`src/rtl/serial_adder.sv`:
```
// Bit-serial adder: one FA cell plus a registered carry, adding two WIDTH-bit
// operands LSB first under a start/busy/done handshake.

module FA (
   input  logic i_a,
   input  logic i_b,
   input  logic i_cin,
   output logic o_sum,
   output logic o_cout
);

   assign o_sum  = i_a ^ i_b ^ i_cin;
   assign o_cout = (i_a & i_b) | (i_a & i_cin) | (i_b & i_cin);

endmodule

module serial_adder #(
   parameter int WIDTH = 8
) (
   input  logic             clk,
   input  logic             rst_n,
   input  logic             start,
   input  logic [WIDTH-1:0] a,
   input  logic [WIDTH-1:0] b,
   input  logic             cin,
   output logic [WIDTH-1:0] sum,
   output logic             cout,
   output logic             overflow,
   output logic             busy,
   output logic             done
);

   localparam int             CW   = $clog2(WIDTH + 1);
   localparam logic [CW-1:0]  LAST = CW'(WIDTH - 1);

   localparam logic [1:0] IDLE = 2'd0;
   localparam logic [1:0] RUN  = 2'd1;
   localparam logic [1:0] DONE = 2'd2;

   logic [1:0]       r_state;
   logic [WIDTH-1:0] r_shA;
   logic [WIDTH-1:0] r_shB;
   logic [WIDTH-1:0] r_res;
   logic             r_carry;
   logic [CW-1:0]    r_cnt;

   logic             w_faSum;
   logic             w_faCout;
   logic [WIDTH-1:0] w_nextRes;

   FA u_fa (
      .i_a    (r_shA[0]),
      .i_b    (r_shB[0]),
      .i_cin  (r_carry),
      .o_sum  (w_faSum),
      .o_cout (w_faCout)
   );

   // Result bits enter at the MSB so that after WIDTH steps bit 0 sits at the LSB.
   assign w_nextRes = {w_faSum, r_res[WIDTH-1:1]};

   always_ff @(posedge clk) begin
      if (!rst_n) begin
         r_state  <= IDLE;
         r_shA    <= '0;
         r_shB    <= '0;
         r_res    <= '0;
         r_carry  <= 1'b0;
         r_cnt    <= '0;
         sum      <= '0;
         cout     <= 1'b0;
         overflow <= 1'b0;
         busy     <= 1'b0;
         done     <= 1'b0;
      end else begin
         case (r_state)
            IDLE, DONE: begin
               done <= 1'b0;
               if (start) begin
                  r_shA   <= a;
                  r_shB   <= b;
                  r_carry <= cin;
                  r_res   <= '0;
                  r_cnt   <= '0;
                  busy    <= 1'b1;
                  r_state <= RUN;
               end else begin
                  r_state <= IDLE;
               end
            end
            RUN: begin
               r_carry <= w_faCout;
               r_res   <= w_nextRes;
               r_shA   <= r_shA >> 1;
               r_shB   <= r_shB >> 1;
               r_cnt   <= r_cnt + 1'b1;
               // On the MSB step the carry register still holds the carry into the MSB.
               if (r_cnt == LAST) begin
                  sum      <= w_nextRes;
                  cout     <= w_faCout;
                  overflow <= r_carry ^ w_faCout;
                  busy     <= 1'b0;
                  done     <= 1'b1;
                  r_state  <= DONE;
               end
            end
            default: begin
               busy    <= 1'b0;
               done    <= 1'b0;
               r_state <= IDLE;
            end
         endcase
      end
   end

endmodule

```
`config.mk`:
```
export PLATFORM = sky130hd
export DESIGN_NAME = serial_adder
export DESIGN_NICKNAME = d
export VERILOG_FILES = /design/src/rtl/serial_adder.sv
export SDC_FILE = /design/constraint.sdc
export NUM_CORES = 1
export LEC_CHECK = 0
export ABC_AREA = 0
export BUFFER_PORTS_ARGS = -buffer_cell sky130_fd_sc_hd__clkbuf_2
export CAP_MARGIN = 30
export CORE_AREA = 4 4 62 64
export CTS_CLUSTER_SIZE = 20
export DETAILED_ROUTE_END_ITERATION = 8
export DIE_AREA = 0 0 66 68
export PLACE_DENSITY = 0.75
export RECOVER_POWER = 100
export SYNTH_ARGS = -nofsm -noshare
export SYNTH_HDL_FRONTEND = slang
export SYNTH_SLANG_ARGS = --single-unit
```
`constraint.sdc`:
```
create_clock -name clk -period 1.8 [get_ports clk]
set_input_delay 0.18 -clock clk [delete_from_list [all_inputs] [get_ports clk]]
set_output_delay 0.18 -clock clk [all_outputs]
set_load 0.02 [all_outputs]
```
## Word level (Yosys, flattened, before mapping)

Index checks and enable logic that the tools add are counted.

| operators by class | value |
|---|---|
| add/sub/neg operators | 1 |
| equal/unequal tests | 5 |
| muxes and demuxes | 16 |
| bitwise operators | 8 |
| reduce and logical (&&, ||, !) cells | 7 |

Operators with widths:

| operator | count |
|---|---|
| case mux 8 bit (2 select lines) | 3 |
| 2-to-1 mux 8 bit | 3 |
| case mux 4 bit (2 select lines) | 1 |
| AND reduction 2 bit | 4 |
| adder 4 x 1 -> 4 bit, second input constant | 1 |
| == test 4 x 3 -> 1 bit, second input constant | 1 |
| 2-to-1 mux 1 bit | 4 |
| 2-to-1 mux 4 bit | 1 |
| != test 2 bit, second input constant | 2 |
| case mux 1 bit (2 select lines) | 2 |
| case mux 2 bit (2 select lines) | 1 |
| AND 1 bit | 3 |
| XOR 1 bit | 3 |
| == test 2 x 1 -> 1 bit, second input constant | 1 |
| == test 2 bit, second input constant | 1 |
| zero test 2 bit | 1 |
| 2-to-1 mux 2 bit | 1 |
| bitwise OR 1 bit | 2 |
| nonzero test 2 bit | 1 |
| OR reduction 2 bit | 1 |

| storage, ports and cells | value |
|---|---|
| flip-flop bits (word level) | 43 |
| input bits | 20 |
| output and inout port bits | 12 |
| logic and storage cells | 48 |

## Depth between registers and ports, before layout

| logic depth | value |
|---|---|
| depth after elaboration | 4 |
| depth in mapped cells | 5 |
| gate-level depth less buffers | 4 |

## By module

Synthesis repeated with hierarchy kept, for this count alone.

| second synthesis, totals | value |
|---|---|
| cell total of the unflattened synthesis | 193 |
| area, all modules | 1692.9 um^2 |

By module, submodules not included:

| module | instances | cells each | area each (um^2) | sequential area each (um^2) |
|---|---|---|---|---|
| serial_adder | 1 | 192 | 1672.9 | 840.8 |
| FA | 1 | 1 | 20.0 | 0.0 |

## Worst setup path after synthesis

Ideal clock, no wire load.

| timing | value |
|---|---|
| kind | register -> register |
| from | reg r_carry |
| to | reg overflow |
| arrival time | 1.151 ns |
| data required time | 1.709 ns |
| setup slack | 0.558 ns |
| stages on the path, launching flop included | 4 |
| buffers on the path | 0 |
| period minus slack after synthesis | 1.242 ns |
| path through | dfxtp_1 -> fa_1 -> xnor2_1 -> a311oi_1 |

| on the way | value |
|---|---|
| cells in the longest elaborated chain, start to end | 4 |

Ends and longest elaborated chain:

| item | line | source |
|---|---|---|
| start: declaration | 44 | `logic r_carry;` |
| start signal: assignment | 82 | `r_carry <= cin;` |
| start signal: assignment | 92 | `r_carry <= w_faCout;` |
| AND 1 bit | 13 | `assign o_cout = (i_a & i_b) \| (i_a & i_cin) \| (i_b & i_cin);` |
| bitwise OR 1 bit | 13 |  |
| bitwise OR 1 bit * | 13 |  |
| named net u_fa.o_cout | 9 | `output logic o_cout` |
| XOR 1 bit * | 101 | `overflow <= r_carry ^ w_faCout;` |
| end signal: assignment | 101 |  |
| end: declaration | 28 | `output logic overflow,` |

The timed path passes the listed nets; every way through them passes the cells marked *.
A chain may end at the register's enable or synchronous reset.

## Worst setup path in the final report

| timing | value |
|---|---|
| from | reg r_state[1] |
| to | reg r_cnt[2] |

| on the way | value |
|---|---|
| cells in the longest elaborated chain, start to end | 4 |

Ends and longest elaborated chain:

| item | line | source |
|---|---|---|
| start: declaration | 40 | `logic [1:0] r_state;` |
| start signal: assignment | 64 | `r_state <= IDLE;` |
| start signal: assignment | 86 | `r_state <= RUN;` |
| start signal: assignment | 88 | `r_state <= IDLE;` |
| == test 2 bit / zero test 2 bit (equally long branches) | 76 | `case (r_state)` |
| OR reduction 2 bit | 76 |  |
| != test 2 bit (no source line) / nonzero test 2 bit (equally long branches) | - |  |
| AND reduction 2 bit (no source line) | - |  |
| end signal: assignment | 96 | `r_cnt <= r_cnt + 1'b1;` |
| end: declaration | 45 | `logic [CW-1:0] r_cnt;` |

Parallel ways exist; a longest one is shown, timed or not.

==> run metrics <==
PnR worst setup slack approximately 0.24 ns; DRT Wirelength 3480 um; Synth Area in Simple Gates 0.176; setup slack at placement 0.297 ns; area of the die ~4500 um2; maximum number of pins on one net before global-route repair 28; maximum root-to-sink buffer count 2; clock power share 0.395; first-pass iteration count of the detailed router 4; layout cell share with drive strength beyond 1 0.162; total half-perimeter wirelength after legalization and detailed placement 2380 um; number of global-route vias before repair 1391; portion of the post-synthesis area used by sequential elements 0.497; total power of the final layout 1.94 mW; number of buffers added for setup after CTS 0; Synthesis Warnings 0; final net count 243; area after detailed placement 1890 um2; setup repair after global routing missed its margin no; Syn-to-layout area delta 16.5%; fill cell instance count of the final layout 338; final critical path time including I/O delays and setup 1.56 ns; required time worst endpoint between 2 and 2.5 ns; violation count after the first detailed-route iteration roughly 130; total standard cell area after synthesis roughly 1700 um2; Antenna Cells 0; hold buffer count at cts 0; Maximum Capacitance Violations 0; largest family of logic cells by synthesized area compound AO/OA/AOI/OAI gates; path type of the worst setup path reg2reg; Compound-Gate Fraction of Synth Area 0.227; worst clock skew ~0.0046 ns; setup tns final 0 ns; wire length of the first global-routing pass 6060 um; GRT overflow 0; internal power 1.51 mW; Tot GR Track Use 0.174; max-slew headroom at the worst pin 0.639; final period utilization 0.867; drt via density between 5 and 6; clk_lat worst skew 0.35 ns; sw frac 0.223; CTS tree built; Clk Tree Root Cell clkbuf_4; post-layout utilization of the core 0.600; total count of max-transition violations in the final report 0; synthesized net count 215; final setup violating endpoints 0; Crit. End Element flip-flop; Hold Fails Final Rpt 0; number of routed nets with antenna violations 0; maximum vdd drop 0.609 mV; adder and majority gate portion of the synthesized area 0.0192; x dimension of the die between 60 and 70 um; Synth Instances 193; total number of vias 1491; power density over cell area 985 nW/um2; Net Switching 433 uW; # IOs 32; Routed wire per std cell 13.0 um; starting density of the core 0.515; type of the tightest min-delay check in2reg; Avg Synthesized Cell Area 8.77 um2; highest clock rate 0.641 GHz; I/O Buffers 31; Die Height 68 um; multiplexer share of the synthesized area 0.0148; CTS resizes 0; number of CTS-inserted buffers 5; total DRC errors in the routed layout 0; portion of total power attributed to sequential cells 0.507; core region area 3280 um2; leak pwr 0.727 nW; post-synthesis register bit count 42; arrival time of data at the critical path endpoint 1.84 ns; TritonCTS Sinks 42; unique cell type count in the Yosys netlist 26; number of antenna violations at the first check in global routing 0; Crit Path Max Fanout 11; startpoint type of the worst setup path flip-flop; clock edge transition at the registers on the reported setup and hold paths 0.12 ns; standard-cell row count 21; XOR/XNOR share of the synthesized area 0.00517; RD Place Congestion 0.766; summed area of non-filler cells in the final layout 1970 um2; CTS H-tree depth 2; proportion of power drawn by combinational gates 0.099; Tightest Pin Transition 0.542 ns; result of the run finished clean
## synthesized netlist by cell type
library cell | instances | area share
clkbuf_1 | 2 | 0.0044
a21oi_1 | 38 | 0.11
nand2_1 | 11 | 0.024
a311oi_1 | 1 | 0.0052
nor2b_1 | 1 | 0.0037
dfxtp_1 | 42 | 0.50
and2b_1 | 1 | 0.0044
xnor2_1 | 1 | 0.0052
o21ai_0 | 10 | 0.030
nand4_1 | 1 | 0.0037
a22oi_1 | 15 | 0.067
ha_1 | 1 | 0.0074
nor2_1 | 4 | 0.0089
a211oi_2 | 1 | 0.0074
mux2_4 | 1 | 0.0089
buf_2 | 11 | 0.033
o211a_1 | 1 | 0.0059
nand3b_1 | 1 | 0.0044
fa_1 | 1 | 0.012
buf_4 | 4 | 0.018
nand3_1 | 36 | 0.11
and3b_1 | 1 | 0.0052
buf_1 | 2 | 0.0044
mux2i_1 | 1 | 0.0059
nand2b_1 | 4 | 0.015
inv_1 | 1 | 0.0022
## metal layers
layer  routed length, um  part of all wire  global-route usage  up-vias
li1                    -                 -                   -      748
met3                 180             0.052              0.0558        7
met5                   0                 0                   0        -
met1                1560              0.45               0.211      706
met4                  56             0.016              0.0685        0
met2                1680              0.48               0.289       30
## worst paths after layout
| kind | from | endpoint | slack, ns | cells after the start |
|---|---|---|---|---|
| worst max-delay path | r_state[1] | r_cnt[2] | 0.24 | 4 |
| worst min-delay path | b[7] | r_shB[7] | 0.04 | 3 |
| worst max register to register | r_state[1] | r_cnt[2] | 0.24 | 4 |
| worst min register to register | r_shB[7] | r_shB[7] | 0.48 | 2 |
## cells by family (layout without fill, tap and decap cells)
group / after synthesis / in the layout
adders and majority gates: 2 / 2
muxes: 2 / 2
buffers and inverters: 20 / 49
DFF: 42 / 42
and+or+nand+nor: 60 / 60
xor gates and xnor gates: 1 / 1
AOI/OAI and AO/OA: 66 / 66
## critical path, stage by stage (launching register included)
cell	delay [ns]
dfxtp_1	0.35
nand2b_1	0.15
clkbuf_1	0.44
mux2_4	0.35
a211oi_2	0.20
## cell usage in the layout, fill, tap and decap left out, types with 5 or more instances in the layout
cell       n
clkbuf_1  14
nand2_1   11
clkbuf_2  20
clkbuf_4   5
buf_4      5
a22oi_1   15
o21ai_0   10
dfxtp_1   42
a21oi_1   38
nand3_1   36
## cell type report
| cell class | count | area (um2) | share of cell area |
|---|---|---|---|
| Timing Repair Buffer | 40 | 210 | 0.107 |
| Tap cell | 46 | 57.6 | 0.0292 |
| Clock buffer | 6 | 51.3 | 0.0260 |
| Clock inverter | 2 | 60.1 | 0.0305 |
| Inverter | 1 | 3.75 | 0.00190 |
| Multi-Input combinational cell | 131 | 748 | 0.379 |
| Sequential cell | 42 | 841 | 0.426 |
## metrics by stage
stage | hold slack, ns | cells
after floorplan | 0.313 | 193
after global placement | 0.410 | 260
after detailed placement | 0.417 | 260
after CTS | 0.0205 | 268
after global routing | 0.0394 | 268
final | 0.0379 | 268
## sequential cells by signal, summed over array words and instances, names as in the netlist
name,cells
r_shA,8
r_shB,8
sum,8
r_res,7
r_cnt,4
r_state,2
busy,1
cout,1
done,1
overflow,1
r_carry,1
## power by group through the flow
| stage | registers, mW | clock network (mW) | logic [mW] |
|---|---|---|---|
| final | 0.984 | 0.766 | 0.192 |
| after global routing | 0.989 | 0.833 | 0.217 |
| after CTS | 0.984 | 0.790 | 0.198 |
| after detailed placement | 1.01 | 0 | 0.198 |
| after global placement | 1.00 | 0 | 0.195 |
| after floorplan | 1.00 | 0 | 0.139 |
Note: power is estimated with default switching activity, not from simulation.
